### src/rtl/frame_capture_writer.sv
// frame_capture_writer
// Receives a byte-serial camera stream (vsync / href / data, two bytes per
// RGB565 pixel) and turns one frame at a time into word writes for the
// H_ACT x V_ACT frame buffer. Capture is only ever armed at a vsync
// boundary, so a frame that is already in flight is never joined part-way.
// Address generation keeps a running row base (row*H_ACT) so no multiplier
// is needed: the base advances by H_ACT at every line end.

module frame_capture_writer #(
  parameter int   H_ACT     = 640,
  parameter int   V_ACT     = 480,
  parameter logic VSYNC_POL = 1'b1
) (
  input  logic        clk,
  input  logic        reset_n,
  input  logic        enable,
  input  logic        vsync,
  input  logic        href,
  input  logic [7:0]  data,
  output logic [18:0] waddress,
  output logic [15:0] pixel_out,
  output logic        we,
  output logic        frame_done,
  output logic        busy,
  output logic        overrun
);

  // Column counter is 11 bits so it can hold H_ACT (saturation value) for
  // any line length up to 2047. Row counter just needs to reach V_ACT.
  localparam int COL_W = 11;
  localparam int ROW_W = $clog2(V_ACT + 1);

  localparam logic [COL_W-1:0] COL_MAX  = COL_W'(H_ACT);
  localparam logic [ROW_W-1:0] ROW_MAX  = ROW_W'(V_ACT);
  localparam logic [18:0]      ROW_STEP = 19'(H_ACT);

  typedef enum logic [1:0] {
    IDLE       = 2'd0,
    WAIT_START = 2'd1,
    CAPTURE    = 2'd2
  } state_t;

  state_t state;
  state_t state_next;

  // Input qualification
  logic vsync_act;
  logic vsync_act_q;
  logic href_q;
  logic href_ok;
  logic vsync_fall;

  // Frame / line / byte events
  logic frame_start;
  logic frame_end;
  logic line_end;
  logic byte_valid;

  // Position and byte assembly
  logic [ROW_W-1:0] row;
  logic [COL_W-1:0] col;
  logic [18:0]      row_base;
  logic             phase;
  logic [7:0]       hi_byte;
  logic             in_range;

  // href is meaningless during vertical blanking, so it is masked there.
  assign vsync_act  = (vsync == VSYNC_POL);
  assign href_ok    = href & ~vsync_act;
  assign vsync_fall = vsync_act_q & ~vsync_act;

  assign frame_start = (state == WAIT_START) & vsync_fall;
  assign frame_end   = (state == CAPTURE) & vsync_act;
  assign byte_valid  = (state == CAPTURE) & href_ok;
  // href_q only ever goes high while capturing, so a falling edge here is
  // always a genuine end of a captured line.
  assign line_end    = (state == CAPTURE) & href_q & ~href_ok;

  assign in_range = (row < ROW_MAX) && (col < COL_MAX);

  assign busy = (state != IDLE);

  // State register
  always_ff @(posedge clk or negedge reset_n) begin
    if (!reset_n) begin
      state <= IDLE;
    end else begin
      state <= state_next;
    end
  end

  // Next-state logic: arm on an active vsync, start on its trailing edge,
  // finish on the next active vsync and re-arm only if still enabled.
  always_comb begin
    state_next = state;
    case (state)
      IDLE: begin
        if (enable && vsync_act) begin
          state_next = WAIT_START;
        end
      end
      WAIT_START: begin
        if (vsync_fall) begin
          state_next = CAPTURE;
        end
      end
      CAPTURE: begin
        if (vsync_act) begin
          state_next = enable ? WAIT_START : IDLE;
        end
      end
      default: begin
        state_next = IDLE;
      end
    endcase
  end

  // Delayed copies of qualified vsync/href for edge detection
  always_ff @(posedge clk or negedge reset_n) begin
    if (!reset_n) begin
      vsync_act_q <= 1'b0;
      href_q      <= 1'b0;
    end else begin
      vsync_act_q <= vsync_act;
      href_q      <= byte_valid;
    end
  end

  // Row / column / byte-phase tracking; line end discards an odd byte
  always_ff @(posedge clk or negedge reset_n) begin
    if (!reset_n) begin
      row      <= '0;
      col      <= '0;
      row_base <= '0;
      phase    <= 1'b0;
      hi_byte  <= '0;
    end else if (frame_start) begin
      row      <= '0;
      col      <= '0;
      row_base <= '0;
      phase    <= 1'b0;
    end else if (byte_valid) begin
      if (!phase) begin
        hi_byte <= data;
        phase   <= 1'b1;
      end else begin
        phase <= 1'b0;
        if (col < COL_MAX) begin
          col <= col + COL_W'(1);
        end
      end
    end else if (line_end) begin
      col   <= '0;
      phase <= 1'b0;
      if (row < ROW_MAX) begin
        row      <= row + ROW_W'(1);
        row_base <= row_base + ROW_STEP;
      end
    end
  end

  // Write port: one-cycle strobe after the second byte of an in-range pixel
  always_ff @(posedge clk or negedge reset_n) begin
    if (!reset_n) begin
      we        <= 1'b0;
      waddress  <= '0;
      pixel_out <= '0;
    end else begin
      we <= 1'b0;
      if (byte_valid && phase && in_range) begin
        we        <= 1'b1;
        waddress  <= row_base + 19'(col);
        pixel_out <= {hi_byte, data};
      end
    end
  end

  // Status: frame_done pulse and sticky overrun. Overrun is flagged as soon
  // as the first byte of an out-of-range pixel arrives, so a lone trailing
  // byte past the last column still counts as excess data.
  always_ff @(posedge clk or negedge reset_n) begin
    if (!reset_n) begin
      frame_done <= 1'b0;
      overrun    <= 1'b0;
    end else begin
      frame_done <= frame_end;
      if (frame_start) begin
        overrun <= 1'b0;
      end else if (byte_valid && !in_range) begin
        overrun <= 1'b1;
      end
    end
  end

endmodule

### config.mk
export PLATFORM = sky130hd
export DESIGN_NAME = frame_capture_writer
export DESIGN_NICKNAME = d
export VERILOG_FILES = /design/src/rtl/frame_capture_writer.sv
export SDC_FILE = /design/constraint.sdc
export NUM_CORES = 1
export LEC_CHECK = 0
export ABC_AREA = 0
export ABC_CLOCK_PERIOD_IN_PS = 5600
export BUFFER_PORTS_ARGS = -buffer_cell sky130_fd_sc_hd__buf_2
export CAP_MARGIN = 20
export CELL_PAD_IN_SITES_DETAIL_PLACEMENT = 1
export CELL_PAD_IN_SITES_GLOBAL_PLACEMENT = 1
export CORE_MARGIN = 3
export CORE_UTILIZATION = 48
export CTS_CLUSTER_SIZE = 16
export DETAILED_ROUTE_END_ITERATION = 6
export GPL_ROUTABILITY_DRIVEN = 0
export GPL_TIMING_DRIVEN = 0
export PLACE_DENSITY_LB_ADDON = 0.1
export SYNTH_ARGS = -nofsm -noshare
export SYNTH_HDL_FRONTEND = slang
export SYNTH_SLANG_ARGS = --single-unit
export TNS_END_PERCENT = 100
### constraint.sdc
create_clock -name clk -period 5.6 [get_ports clk]
set_clock_uncertainty 0.05 [all_clocks]
set_input_delay 1.12 -clock clk [delete_from_list [all_inputs] [get_ports clk]]
set_output_delay 1.12 -clock clk [all_outputs]
set_load 0.005 [all_outputs]
Word-level counts from Yosys, hierarchy flattened

Cells that the tools add are included.
Widths: inputs -> output; s select.

Equal/unequal tests: 8
Add/sub/neg operators: 4
Reductions and logical operators: 16
$lt $le $gt $ge: 2
Bitwise gates (word level): 11
Multiplexer cells: 25

Operators with widths:

| kind                   | count |
|---|---|
| $mux 19                | 4 |
| $mux 11                | 5 |
| $mux 9                 | 4 |
| $add 19x10->19 const B | 1 |
| $add 19x11->19         | 1 |
| $reduce_and 3->1       | 4 |
| $add 11x1->11 const B  | 1 |
| $lt 11x10->1 const B   | 1 |
| $add 9x1->9 const B    | 1 |
| $lt 9x9->1 const B     | 1 |
| $mux 1                 | 8 |
| $ne 2x2->1 const B     | 4 |
| $reduce_bool 2->1      | 4 |
| $and 1x1->1            | 7 |
| $mux 2                 | 3 |
| $ne 3x2->1 const B     | 2 |
| $pmux 2 s3             | 1 |
| $logic_and 1x1->1      | 5 |
| $not 1->1              | 4 |
| $reduce_bool 3->1      | 1 |
| $eq 2x1->1 const B     | 1 |
| $eq 2x2->1 const B     | 1 |
| $logic_not 2->1        | 1 |
| $logic_not 1->1        | 1 |

Output and inout bits: 39
Word-level logic and storage cells: 79
Flip-flop bits (word level): 90

Longest topological paths before layout

Depth in word-level cells: 7
Gate-level depth with buffers: 9

Worst setup path after synthesis

No wires, ideal clock.

Kind: input to register
From: input port vsync
To: register row_base[18]
Path buffers: 2
Setup time: 76 ps
Arrival time: 2313 ps
Cell stages on the path: 7
Path slack: 3161 ps
Cells stage by stage: and4bb_1 -> buf_6 -> a31o_4 -> buf_6 -> nand2_4 -> or4_1 -> o21ai_1

Cells in the longest elaborated chain, start to end: 6
Elaborated cells between the ends (all ways): 12
Classes of those cells: eq/ne: 1; mux: 1; bitwise: 7; reduce/logical: 3

Ends and longest elaborated chain:

| item                               | line   | source |
|---|---|---|
| start: declaration                 | 17     | `input logic vsync,` |
| $not 1->1 *                        | 69, 70 |  |
| $and 1x1->1                        | 69     | `assign href_ok = href & ~vsync_act;` |
| $not 1->1                          | 77     | `assign line_end = (state == CAPTURE) & href_q & ~href_ok;` |
| $and 1x1->1                        | 77     |  |
| $reduce_bool 2->1 (no source line) | n/a    |  |
| $reduce_and 3->1 (no source line)  | n/a    |  |
| end signal: assignment             | 157    | `row_base <= row_base + ROW_STEP;` |
| end: declaration                   | 62     | `logic [18:0] row_base;` |

Mark *: on every way between the ends. The rest lies on a longest branch, timed or not.
A chain may end at the register's enable or synchronous reset.

Worst setup path after layout

From: input port vsync
To: register row_base[12]

The elaborated chain is that of the path after synthesis.

==> flow_metrics.env <==
export IMPL_power_switching_w=0.000433
export IMPL_hp_class="reg2reg"
export IMPL_drive_above_1_share_pct=21.7
export IMPL_yosys_warnings=0
export IMPL_post_cts_buffers=0
export IMPL_crit_buf_inv=3
export IMPL_crit_chain="buf_2 > and4bb_1 > buf_6 > a31oi_2 > buf_2 > nor3_1 > xnor2_1 > nor2_1"
export IMPL_clkSlewWorstSetupHoldPaths_ps=80
export IMPL_rows=32
export IMPL_worst_skew_pair_late_latency_ps=350
export IMPL_synth_edff_count=0
export IMPL_hpwl_mm=6.70
export IMPL_h_tree_depth=3
export IMPL_critPathRequiredTime_ps=5780
export IMPL_setup_viol=0
export IMPL_status="complete, no violations"
export IMPL_slew_viol_final=0
export IMPL_cap_violations=0
export IMPL_netlist_instances=404
export IMPL_pre_cts_ws_ps=2810
export IMPL_overflow=0
export IMPL_cts_tree="built"
export IMPL_swShare_pct=29.4
export IMPL_synth_cell_type_count=54
export IMPL_async_reset_ff_share_pct=100
export IMPL_ir_worst_vdd_mv=0.156
export IMPL_grt_util_all_layers_pct=22.3
export IMPL_seqPwrFrac_pct=51.6
export IMPL_yosysTopAreaCell="dfrtp_1"
export IMPL_ys_flop_type="dfrtp_1"
export IMPL_drt_wl_total_mm=9.25
export IMPL_coreArea_um2=7850
export IMPL_syn_area_um2=3930
export IMPL_worst_pin_slew_ps=853
export IMPL_period_needed_ps=2430
export IMPL_rsz0062_at_grt="no"
export IMPL_num_antenna_cells=0
export IMPL_crit_slowest_cell="a31oi_2"
export IMPL_leakage_nw=2.28
export IMPL_p_comb_share_pct=18.4
export IMPL_drc=0
export IMPL_cts_max_path_buffers=2
export IMPL_cts_resized=0
export IMPL_end_kind="flop"
export IMPL_tns_ps=0
export IMPL_fillers=938
export IMPL_die_h_um=96.5
export IMPL_synth_top_area_share_pct=52.8
export IMPL_initial_core_util_pct=50.1
export IMPL_synthTopCellsByArea="dfrtp_1 53%, nand2_1 9.4%, xnor2_1 3.8%, nor2_1 3.1%, xor2_1 3.1%"
export IMPL_via_count=3081
export IMPL_cellPowerDensity_nw_per_um2=324
export IMPL_critical_path_max_fanout=10
export IMPL_syn_avg_cell_area_um2=9.74
export IMPL_final_hold_viol_count=0
export IMPL_grt_pass1_wl_mm=15.8
export IMPL_fmax_ghz=0.411
export IMPL_io_pins=52
export IMPL_cts_buffers=9
export IMPL_cts_sinks=83
export IMPL_dieWidth_um=96.5
export IMPL_first_global_vias=3303
export IMPL_synth_seq_cells=83
export IMPL_critPathKind="in2reg"
export IMPL_startpoint_type="input pin"
export IMPL_drt_iter0_markers=108
export IMPL_critical_path_max_stage_delay_ps=310
export IMPL_io_buffers=51
export IMPL_cpMostUsedCell="buf_2"
export IMPL_ys_top_cells_by_count="99 x nand2_1, 83 x dfrtp_1, 33 x nor2_1"
export IMPL_hold_buffers=0
export IMPL_dieArea_um2=9320
export IMPL_nNetsFinal=488
export IMPL_antenna_found_initial=0
export IMPL_cts_root_buf="clkbuf_8"
export IMPL_layout_setup_ws_ps=3170
export IMPL_syn_to_final_growth_pct=15.6
export IMPL_worstPathArrival_ps=2610
export IMPL_yosysMostFrequentCell="nand2_1"
export IMPL_grt_max_degree=52
export IMPL_routed_via_density=5.38
export IMPL_routedWlPerCell_um=16.1
export IMPL_cpLargestDelayFamily="buffers and inverters"
export IMPL_postRouteAntennaNets=0
export IMPL_finalCritPeriodShare_pct=43.5
export IMPL_slew_headroom_pct=42.9
export IMPL_firstDrtPassIters=4
export IMPL_p_int_w=0.00104
export IMPL_synth_seq_area_share_pct=52.8
export IMPL_clockPowerShare_pct=30.0
export IMPL_syn_num_nets=425
cells in the final DEF (no fill, tap or decap), types with 3 or more instances in the layout:
cell,count
a21oi_1,8
nand4_1,11
o21ai_1,11
dfrtp_1,83
xnor2_1,17
mux2_2,9
buf_2,60
nor2_1,33
ha_1,8
o21ai_0,14
nor3_1,9
and2_1,5
nand3_1,12
clkbuf_1,5
clkbuf_8,11
inv_1,6
xor2_1,14
nor2b_1,3
nand2_1,99
cell type report:
cell class	instances	area, µm²	area share (%)
multi-input combinational	296	1730	38.0
buffer	17	91.3	2.01
tap	102	128	2.81
sequential	83	2080	45.7
clock buffer	11	151	3.33
inverter	8	35.0	0.770
timing repair buffer	52	285	6.27
clock inverter	4	50.0	1.10
registers in the layout (all words and copies together), names as in the netlist:
name,count
pixel_out,16
we,1
href_q,1
waddress,19
frame_done,1
row_base,12
row,9
phase,1
overrun,1
hi_byte,8
col,11
vsync_act_q,1
state,2
cells by family (layout without fill, tap and decap cells):
family	after synthesis	in the layout	share of synthesized area, %
other cells	1	1	0.0953
fa+ha+maj	8	8	2.54
flops	83	83	52.8
mux	9	9	2.58
compound gates	51	51	8.05
simple gates	196	196	23.8
buf+inv	25	92	3.21
xor+xnor	31	31	6.90
worst paths after layout:
path                                          startpoint                         to  slack [ps]  cells past startpoint
max in group asynchronous                        reset_n        col[10]$_DFFE_PN0P_        4230                      2
worst min-delay path            pixel_out[3]$_DFFE_PN0P_   pixel_out[3]$_DFFE_PN0P_         410                      2
worst max register to register  row_base[10]$_DFFE_PN0P_   waddress[12]$_DFFE_PN0P_        3430                      7
worst min register to register  pixel_out[3]$_DFFE_PN0P_   pixel_out[3]$_DFFE_PN0P_         410                      2
worst max-delay path                               vsync   row_base[12]$_DFFE_PN0P_        3170                      8
min in group asynchronous                        reset_n  pixel_out[15]$_DFFE_PN0P_         660                      1
per-stage QoR:
step / total power [W] / utilization (%) / hold slack (ps) / cell area [µm²] / instances
floorplan: 0.000934 / - / 392 / 3930 / 404
global placement: 0.00103 / 55.0 / 394 / 4320 / 557
detailed placement: 0.00105 / 55.4 / 401 / 4350 / 558
CTS: 0.00149 / 58.0 / 420 / 4550 / 573
global route: 0.00157 / 58.0 / 450 / 4550 / 573
finish: 0.00147 / 58.0 / 413 / 4550 / 573
power by group through the flow:
stage	Combinational (W)	Clock [W]	Sequential [W]
finish	0.000271	0.000441	0.000760
global route	0.000312	0.000480	0.000773
CTS	0.000278	0.000453	0.000760
detailed placement	0.000276	0	0.000772
global placement	0.000260	0	0.000766
floorplan	0.000175	0	0.000760
worst register-to-register path, stage by stage (launching register included):
cell,delay [ps]
dfrtp_1,440
ha_1,290
clkbuf_1,320
nand4_1,180
o22ai_1,280
nor2_1,100
xnor2_1,130
mux2_2,270
per-layer routing:
| metal | vias to the layer above | share of wire (%) | global-route usage [%] |
|---|---|---|---|
| met5 | - | 0 | 0 |
| met4 | 0 | 2.3 | 10.0 |
| met3 | 16 | 2.5 | 3.33 |
| met2 | 43 | 49 | 37.1 |
| met1 | 1541 | 46 | 28.8 |
| li1 | 1481 | - | - |
(Power assumes the default switching activity.)
